File: src/rtl/riscv_pkg.sv
// Shared types and constants for the fetch-PC logic.
package riscv_pkg;

  localparam int XLEN_DEFAULT = 32;
  localparam int IALIGN_HALF  = 2;
  localparam int IALIGN_WORD  = 4;

  typedef enum logic [1:0] {
    PC_BOOT = 2'b00,
    PC_RUN  = 2'b01,
    PC_HALT = 2'b10
  } pc_state_e;

endpackage

File: src/rtl/pc_next.sv
// Combinational next-PC: step selection, trap/redirect/accept priority and target alignment check.
module pc_next
  import riscv_pkg::*;
#(
  parameter int XLEN   = XLEN_DEFAULT,
  parameter int IALIGN = IALIGN_WORD
) (
  input  pc_state_e        state,
  input  logic [XLEN-1:0]  pc,
  input  logic             valid,
  input  logic             stall,
  input  logic             ready,
  input  logic             redirect,
  input  logic [XLEN-1:0]  target,
  input  logic             trap,
  input  logic [XLEN-1:0]  trap_vec,
  input  logic             inst_len,
  output logic [XLEN-1:0]  next_pc,
  output pc_state_e        next_state,
  output logic             next_misaligned
);

  localparam logic [XLEN-1:0] LOW_MASK = XLEN'(IALIGN - 1);

  function automatic logic [XLEN-1:0] pc_step(input logic len4);
    if (IALIGN == IALIGN_WORD || len4) return XLEN'(4);
    else                               return XLEN'(2);
  endfunction

  logic accept;
  logic target_aligned;

  assign accept         = valid & ready & ~stall;
  assign target_aligned = ((target & LOW_MASK) == '0);

  // Priority: trap > redirect > accept > hold; HALT ignores everything but trap.
  always_comb begin
    next_pc         = pc;
    next_state      = state;
    next_misaligned = 1'b0;
    if (trap) begin
      next_pc    = trap_vec & ~LOW_MASK;
      next_state = PC_RUN;
    end else if (state != PC_HALT) begin
      if (redirect) begin
        if (target_aligned) begin
          next_pc    = target;
          next_state = PC_RUN;
        end else begin
          next_state      = PC_HALT;
          next_misaligned = 1'b1;
        end
      end else begin
        if (accept) next_pc = pc + pc_step(inst_len);
        next_state = PC_RUN;
      end
    end
  end

endmodule

File: src/rtl/pc_unit.sv
// Fetch program counter: BOOT/RUN/HALT control with fully registered outputs.
module pc_unit
  import riscv_pkg::*;
#(
  parameter int              XLEN         = XLEN_DEFAULT,
  parameter logic [XLEN-1:0] RESET_VECTOR = XLEN'(32'h0000_0000),
  parameter int              IALIGN       = IALIGN_WORD
) (
  input  logic             i_clk,
  input  logic             i_reset_n,
  input  logic             i_stall,
  input  logic             i_ready,
  input  logic             i_redirect,
  input  logic [XLEN-1:0]  i_target,
  input  logic             i_trap,
  input  logic [XLEN-1:0]  i_trapVec,
  input  logic             i_instLen,
  output logic [XLEN-1:0]  o_addr,
  output logic             o_valid,
  output logic             o_misaligned,
  output logic             o_halted
);

  generate
    if (IALIGN != IALIGN_HALF && IALIGN != IALIGN_WORD) begin : g_bad_ialign
      $error("pc_unit: IALIGN must be 2 or 4");
    end
  endgenerate

  pc_state_e       state_q;
  pc_state_e       state_d;
  logic [XLEN-1:0] pc_q;
  logic [XLEN-1:0] pc_d;
  logic            misaligned_d;

  pc_next #(
    .XLEN   (XLEN),
    .IALIGN (IALIGN)
  ) u_pc_next (
    .state           (state_q),
    .pc              (pc_q),
    .valid           (o_valid),
    .stall           (i_stall),
    .ready           (i_ready),
    .redirect        (i_redirect),
    .target          (i_target),
    .trap            (i_trap),
    .trap_vec        (i_trapVec),
    .inst_len        (i_instLen),
    .next_pc         (pc_d),
    .next_state      (state_d),
    .next_misaligned (misaligned_d)
  );

  // Status flags are registered from the next state so they line up with o_addr.
  always_ff @(posedge i_clk or negedge i_reset_n) begin
    if (!i_reset_n) begin
      pc_q         <= RESET_VECTOR;
      state_q      <= PC_BOOT;
      o_valid      <= 1'b0;
      o_misaligned <= 1'b0;
      o_halted     <= 1'b0;
    end else begin
      pc_q         <= pc_d;
      state_q      <= state_d;
      o_valid      <= (state_d == PC_RUN);
      o_misaligned <= misaligned_d;
      o_halted     <= (state_d == PC_HALT);
    end
  end

  assign o_addr = pc_q;

endmodule

File: config.mk
export PLATFORM = sky130hd
export DESIGN_NAME = pc_unit
export DESIGN_NICKNAME = d
export VERILOG_FILES = /design/src/rtl/riscv_pkg.sv /design/src/rtl/pc_next.sv /design/src/rtl/pc_unit.sv
export SDC_FILE = /design/constraint.sdc
export NUM_CORES = 1
export LEC_CHECK = 0
export CAP_MARGIN = 20
export CORE_MARGIN = 4
export CORE_UTILIZATION = 43
export CTS_CLUSTER_SIZE = 8
export DETAILED_ROUTE_END_ITERATION = 10
export PLACE_DENSITY = 0.81
export SYNTH_ARGS = -nofsm -noshare
export SYNTH_HDL_FRONTEND = slang
export SYNTH_SLANG_ARGS = --single-unit
File: constraint.sdc
create_clock -name i_clk -period 2.48 [get_ports i_clk]
set_input_delay 0.372 -clock i_clk [delete_from_list [all_inputs] [get_ports i_clk]]
set_output_delay 0.372 -clock i_clk [all_outputs]
set_load 0.1 [all_outputs]
; Yosys cells after proc, flatten, opt, wreduce, memory -nomap -nowiden
; Cells that the tools add are included.
[classes]
n_mux = 17
n_reduce_logical = 4
n_eq_ne = 4
addsub = 1
bitwise = 3
[op_table]
columns = operator, n
row1 = 32-bit two-way mux, 9
row2 = 32-bit adder, 1
row3 = 32-bit logical NOT, 1
row4 = 2-bit two-way mux, 4
row5 = 1-bit two-way mux, 4
row6 = "3-bit by 1-bit != test with 1-bit output, second input constant", 1
row7 = 3-bit AND reduction, 1
row8 = 3-bit nonzero test, 1
row9 = 1-bit AND, 2
row10 = "2-bit by 1-bit equality test with 1-bit output, second input constant", 1
row11 = "2-bit equality test, second input constant", 1
row12 = "2-bit != test, second input constant", 1
row13 = 2-bit nonzero test, 1
row14 = 1-bit NOT, 1
[totals]
output_inout_bits = 35
ff_bits = 37
input_bits = 71
wordCells = 34

; Longest topological paths before layout
[depth]
depth_word = 11
ltp_mapped = 7
ltp_nobuf = 6

; By module
; A second synthesis with hierarchy kept.
[hier_totals]
cells_unflattened = 320
area_unflattened_um2 = 2573.7
[modules_own_cells]
columns = module, n_inst, area_each_um2, cells_per_inst, seq_area_each_um2
row1 = pc_next, 1, 1632.8, 281, 0.0
row2 = pc_unit, 1, 940.9, 39, 925.9

; Worst setup path before layout
; Ideal clock, no wire load.
[synth_timing]
path_type = reg2reg
startpoint = reg pc_q[2], in the netlist o_addr[2]
endpoint = reg pc_q[28], in the netlist o_addr[28]
path_stages_with_launch = 7
n_path_buf = 0
path_slack_ns = -0.117
setup_ns = 0.108
period_less_slack_ns = 2.597
t_required_ns = 2.372
t_arrival_ns = 2.489
path_cell_list = dfrtp_1 ha_1 nand2_1 nor4_2 nand2_1 or3_1 o311ai_1
[synth_via]
elab_chain_cells = 5
[synth_lines]
columns = element, line
row1 = from (decl), pc_unit.sv:32  ; logic [XLEN-1:0] pc_q;
row2 = from (signal assigned), pc_unit.sv:64  ; pc_q <= pc_d;
row3 = 32-bit adder, pc_next.sv:54  ; if (accept) next_pc = pc + pc_step(inst_len);
row4 = 32-bit two-way mux, pc_next.sv:54
row5 = 32-bit two-way mux, pc_next.sv:45  ; if (redirect) begin
row6 = 32-bit two-way mux, pc_next.sv:44  ; end else if (state != PC_HALT) begin
row7 = 32-bit two-way mux, pc_next.sv:41  ; if (trap) begin
; No other way between the ends. The select of a mux whose other input is x is not followed.
; A chain may end at the register's enable or synchronous reset.

; Final worst setup path
[layout_timing]
startpoint = reg pc_q[2], in the netlist o_addr[2]
endpoint = reg pc_q[26], in the netlist o_addr[26]
; Same word-level chain as after synthesis.

==> metrics.csv <==
stage,metric,value,unit
critical_path,"Req. time, crit path",2670,ps
global_route,GRT Overall Usage,0.228,
critical_path,worst r2r dst,o_addr[26]$_DFFE_PN0P_,
finish,nets,472,
critical_path,WP buf/inv,0,
pwr,peak supply drop,0.411,mV
timing,Max-Slew Margin vs Limit,0.444,
timing,Max Fclk,465,MHz
critical_path,slowest CP cell,dfrtp_2,
pwr,Cell Pwr Density,693,nW/um2
finish,synth-to-layout area growth,45.2,%
critical_path,cell depth of the worst flop-to-flop path,6,
floorplanning,Die Y,83.8,um
detailed_routing,WL final,8080,um
floorplanning,die area,7020,um2
placement,detailed placer's ending HPWL,6100,um
logic_synthesis,Synth Area in XOR/XNOR,0,
logic_synthesis,syn_area_per_cell,8.26,um2
logic_synthesis,post-synthesis register bit count,37,
critical_path,"Cell Chain, Critical Path",ha_1 -> nand2_1 -> nor4_2 -> nand2_1 -> or3_1 -> o311ai_1,
critical_path,CP max FO,7,
critical_path,"Arr. time, crit path",2340,ps
logic_synthesis,"EDFF count, synth",0,
detailed_routing,detailed-route DRC error count,0,
timing,post-route setup slack,328,ps
logic_synthesis,Simple-Gate Fraction of Synth Area,0.262,
clocking,cts repair resizes,0,
clocking,clock sink count,37,
critical_path,CP Launch Type,flip-flop,
placement,DP Cell Count,465,
timing,fin crit period,2150,ps
critical_path,CP Capture Type,flip-flop,
timing,"Period Utilization, post-route",0.868,
detailed_routing,1st-pass router iterations,5,
detailed_routing,Initial DRC Count,190,
logic_synthesis,register area share after synthesis,0.375,
floorplanning,Ports,106,
clocking,Post-CTS Hold Fix Bufs,0,
clocking,maximum root-to-sink buffer count,2,
clocking,htree depth,2,
timing,Final Max Slew Viols,0,
placement,"worst slack, placed",120,ps
logic_synthesis,number of unique standard cell types used by synthesis,50,
pwr,Switching Fraction,0.509,
timing,clk_skew,5.99,ps
global_route,total gr overflow,0,
clocking,clock slew at reported path FFs,80,ps
placement,placer congestion estimate,0.840,
floorplanning,initial core utilization,0.446,
critical_path,R2R setup slack,330,ps
timing,unrepaired setup endpoints after global routing,no,
critical_path,kind of critical path,flip-flop to flip-flop,
logic_synthesis,yosys warns,0,
clocking,cts bufs inserted,5,
logic_synthesis,Synth Area in Compound Gates,0.307,
critical_path,Crit path top cell by count,nand2_1,
timing,Slew @ Worst Pin,834,ps
detailed_routing,DR WL/cell,17.1,um
timing,Setup Viol. Count Final,0,
logic_synthesis,net count after synthesis,371,
critical_path,RR Startpoint,o_addr[2]$_DFFE_PN0P_,
clocking,CTS Root Cell,clkbuf_8,
detailed_routing,Routed Antenna Nets,0,
floorplanning,Core Box Area,5540,um2
logic_synthesis,multiplexer share of the synthesized area,0.00811,
critical_path,crit-path max cell delay,420,ps
logic_synthesis,cells after synthesis,299,
global_route,vias in the first global route,2686,
placement,PortBufs,102,
finish,share of cells above drive strength 1,0.180,
pwr,Pint,1.22,mW
outcome,outcome,completed,
floorplanning,FP Rows,27,
logic_synthesis,adder-cell share of the synthesized area,0.00507,
global_route,global-route wire length before repair,13300,um
pwr,static leakage,1.42,nW
global_route,largest net degree at the start of global routing,38,
clocking,Worst-Skew Late Latency,290,ps
logic_synthesis,async set-or-reset flop fraction in the synthesized netlist,1.00,
logic_synthesis,post-synthesis cell area,2470,um2
timing,final hold violation count,0,
detailed_routing,Vias/cell,6.04,
clocking,CTS tree,built,
clocking,setup bufs post-CTS,0,
finish,number of diodes,0,
logic_synthesis,primary flip-flop cell chosen by synthesis mapping,dfrtp_1,
detailed_routing,DR vias,2856,
logic_synthesis,main combinational cell family by area after synthesis,compound AO/OA/AOI/OAI gates,
pwr,Comb power frac,0.492,
global_route,initial antenna violation count,0,
floorplanning,Die Wd,83.8,um
run,Max-cap violations,0,
critical_path,CP top delay family,simple AND/OR/NAND/NOR gates,
pwr,Net Sw Power,1.27,mW
pwr,Clk pwr share,0.167,
worst_hold_path,worst hold-check path type,input pin to async pin,
pwr,sequential share of power,0.341,
timing,setup TNS,0,ps
finish,Non-Filler Instances,473,
## cell usage in the layout, fill, tap and decap left out, types with 3 or more instances in the layout
master	Yosys	routed
o311ai_1	3	3
nand2_1	28	28
a21oi_1	21	21
and2_1	5	5
and3_1	4	4
inv_1	6	6
nor2b_1	3	3
a22oi_1	9	9
nand4_1	12	12
nand3_1	11	11
a31oi_1	5	5
nor2_1	22	22
clkdlybuf4s50_1	0	66
o21ai_0	42	42
nor3_1	6	6
a22o_1	12	12
o31ai_1	3	3
nor4_1	7	7
buf_4	0	47
a221oi_1	3	3
dfrtp_1	37	31
o211ai_1	4	4
clkbuf_8	0	5
dfrtp_2	0	6
o2bb2ai_1	3	3
## per-stage QoR
step | hold WS, ps | utilization | instance area [um2] | total power, mW
CTS | 208 | 0.647 | 3590 | 2.48
global route | 246 | 0.647 | 3590 | 2.60
detailed placement | 472 | 0.633 | 3500 | 2.08
finish | 178 | 0.647 | 3590 | 2.49
global placement | 470 | 0.633 | 3500 | 2.06
floorplan | 76.4 | - | 2480 | 1.70
## worst max path at each step
stage	startpoint	end	slack, ps	depth (start not counted)
5_1_grt	o_addr[2]$_DFFE_PN0P_	o_addr[26]$_DFFE_PN0P_	120	6
3_5_place_dp	i_trap	o_addr[31]$_DFFE_PN0P_	120	7
3_3_place_gp	i_trap	o_addr[31]$_DFFE_PN0P_	150	7
4_1_cts	o_addr[2]$_DFFE_PN0P_	o_addr[26]$_DFFE_PN0P_	340	6
6_report	o_addr[2]$_DFFE_PN0P_	o_addr[26]$_DFFE_PN0P_	330	6
2_1_floorplan	o_addr[6]$_DFFE_PN0P_	o_addr[31]$_DFFE_PN0P_	5	5
## sequential cells by signal, indices dropped and copies added (netlist names)
| register | cells |
|---|---|
| o_valid | 1 |
| state_q | 2 |
| o_misaligned | 1 |
| o_halted | 1 |
| o_addr | 32 |
## power groups by stage
stage / Clock, mW / Sequential [mW] / Combinational (mW)
finish: 0.414 / 0.847 / 1.22
global route: 0.451 / 0.867 / 1.28
CTS: 0.417 / 0.842 / 1.23
detailed placement: 0 / 0.853 / 1.22
global placement: 0 / 0.847 / 1.21
floorplan: 0 / 1.44 / 0.260
## kinds of logic (layout without fill, tap and decap cells)
| family | count (synthesis) | in the layout |
|---|---|---|
| buf+inv | 26 | 128 |
| fa+ha+maj | 1 | 1 |
| mux | 2 | 2 |
| flops | 37 | 37 |
| compound gates | 116 | 116 |
| simple gates | 117 | 117 |
## layer usage
| layer | GRT usage | vias up | share of wire |
|---|---|---|---|
| met5 | 0 | - | 0 |
| met4 | 0.0439 | 0 | 0.011 |
| met3 | 0.0454 | 11 | 0.069 |
| met2 | 0.390 | 130 | 0.50 |
| met1 | 0.299 | 1360 | 0.42 |
| li1 | - | 1355 | - |
## worst register-to-register path, delay by kind of cell (launching register included)
| kind | cells | cell delay, ps |
|---|---|---|
| AO/OA/AOI/OAI | 1 | 260 |
| adder cells (fa/ha/maj) | 1 | 280 |
| flip-flops | 1 | 420 |
| AND/OR/NAND/NOR | 4 | 1100 |
## synth_stat cells, types with 3 or more instances
cell type	n	area, um2
o21ai_0	42	210
a221oi_1	3	26.3
a22oi_1	9	67.6
a31oi_1	5	31.3
nor2_1	22	82.6
o311ai_1	3	26.3
inv_1	6	22.5
and2_1	5	31.3
nand3_1	11	55.1
and3_1	4	25.0
a21oi_1	21	105
nor2b_1	3	18.8
clkbuf_1	14	52.6
a22o_1	12	105
o2bb2ai_1	3	26.3
nor3_1	6	30.0
o211ai_1	4	30.0
nor4_1	7	43.8
nand2_1	28	105
dfrtp_1	37	926
o31ai_1	3	22.5
nand4_1	12	75.1
buf_2	4	20.0
## area by class of cell
cell class                      instances  area (um2)
Timing Repair Buffer                  114        1020
Tap cell                               72        90.1
Clock inverter                          2        10.0
Sequential cell                        37         933
Multi-Input combinational cell        236        1440
Clock buffer                            6        72.6
Inverter                                6        22.5
Fill cell                             493        1950
No activity file was read; power rests on OpenSTA's default activity.
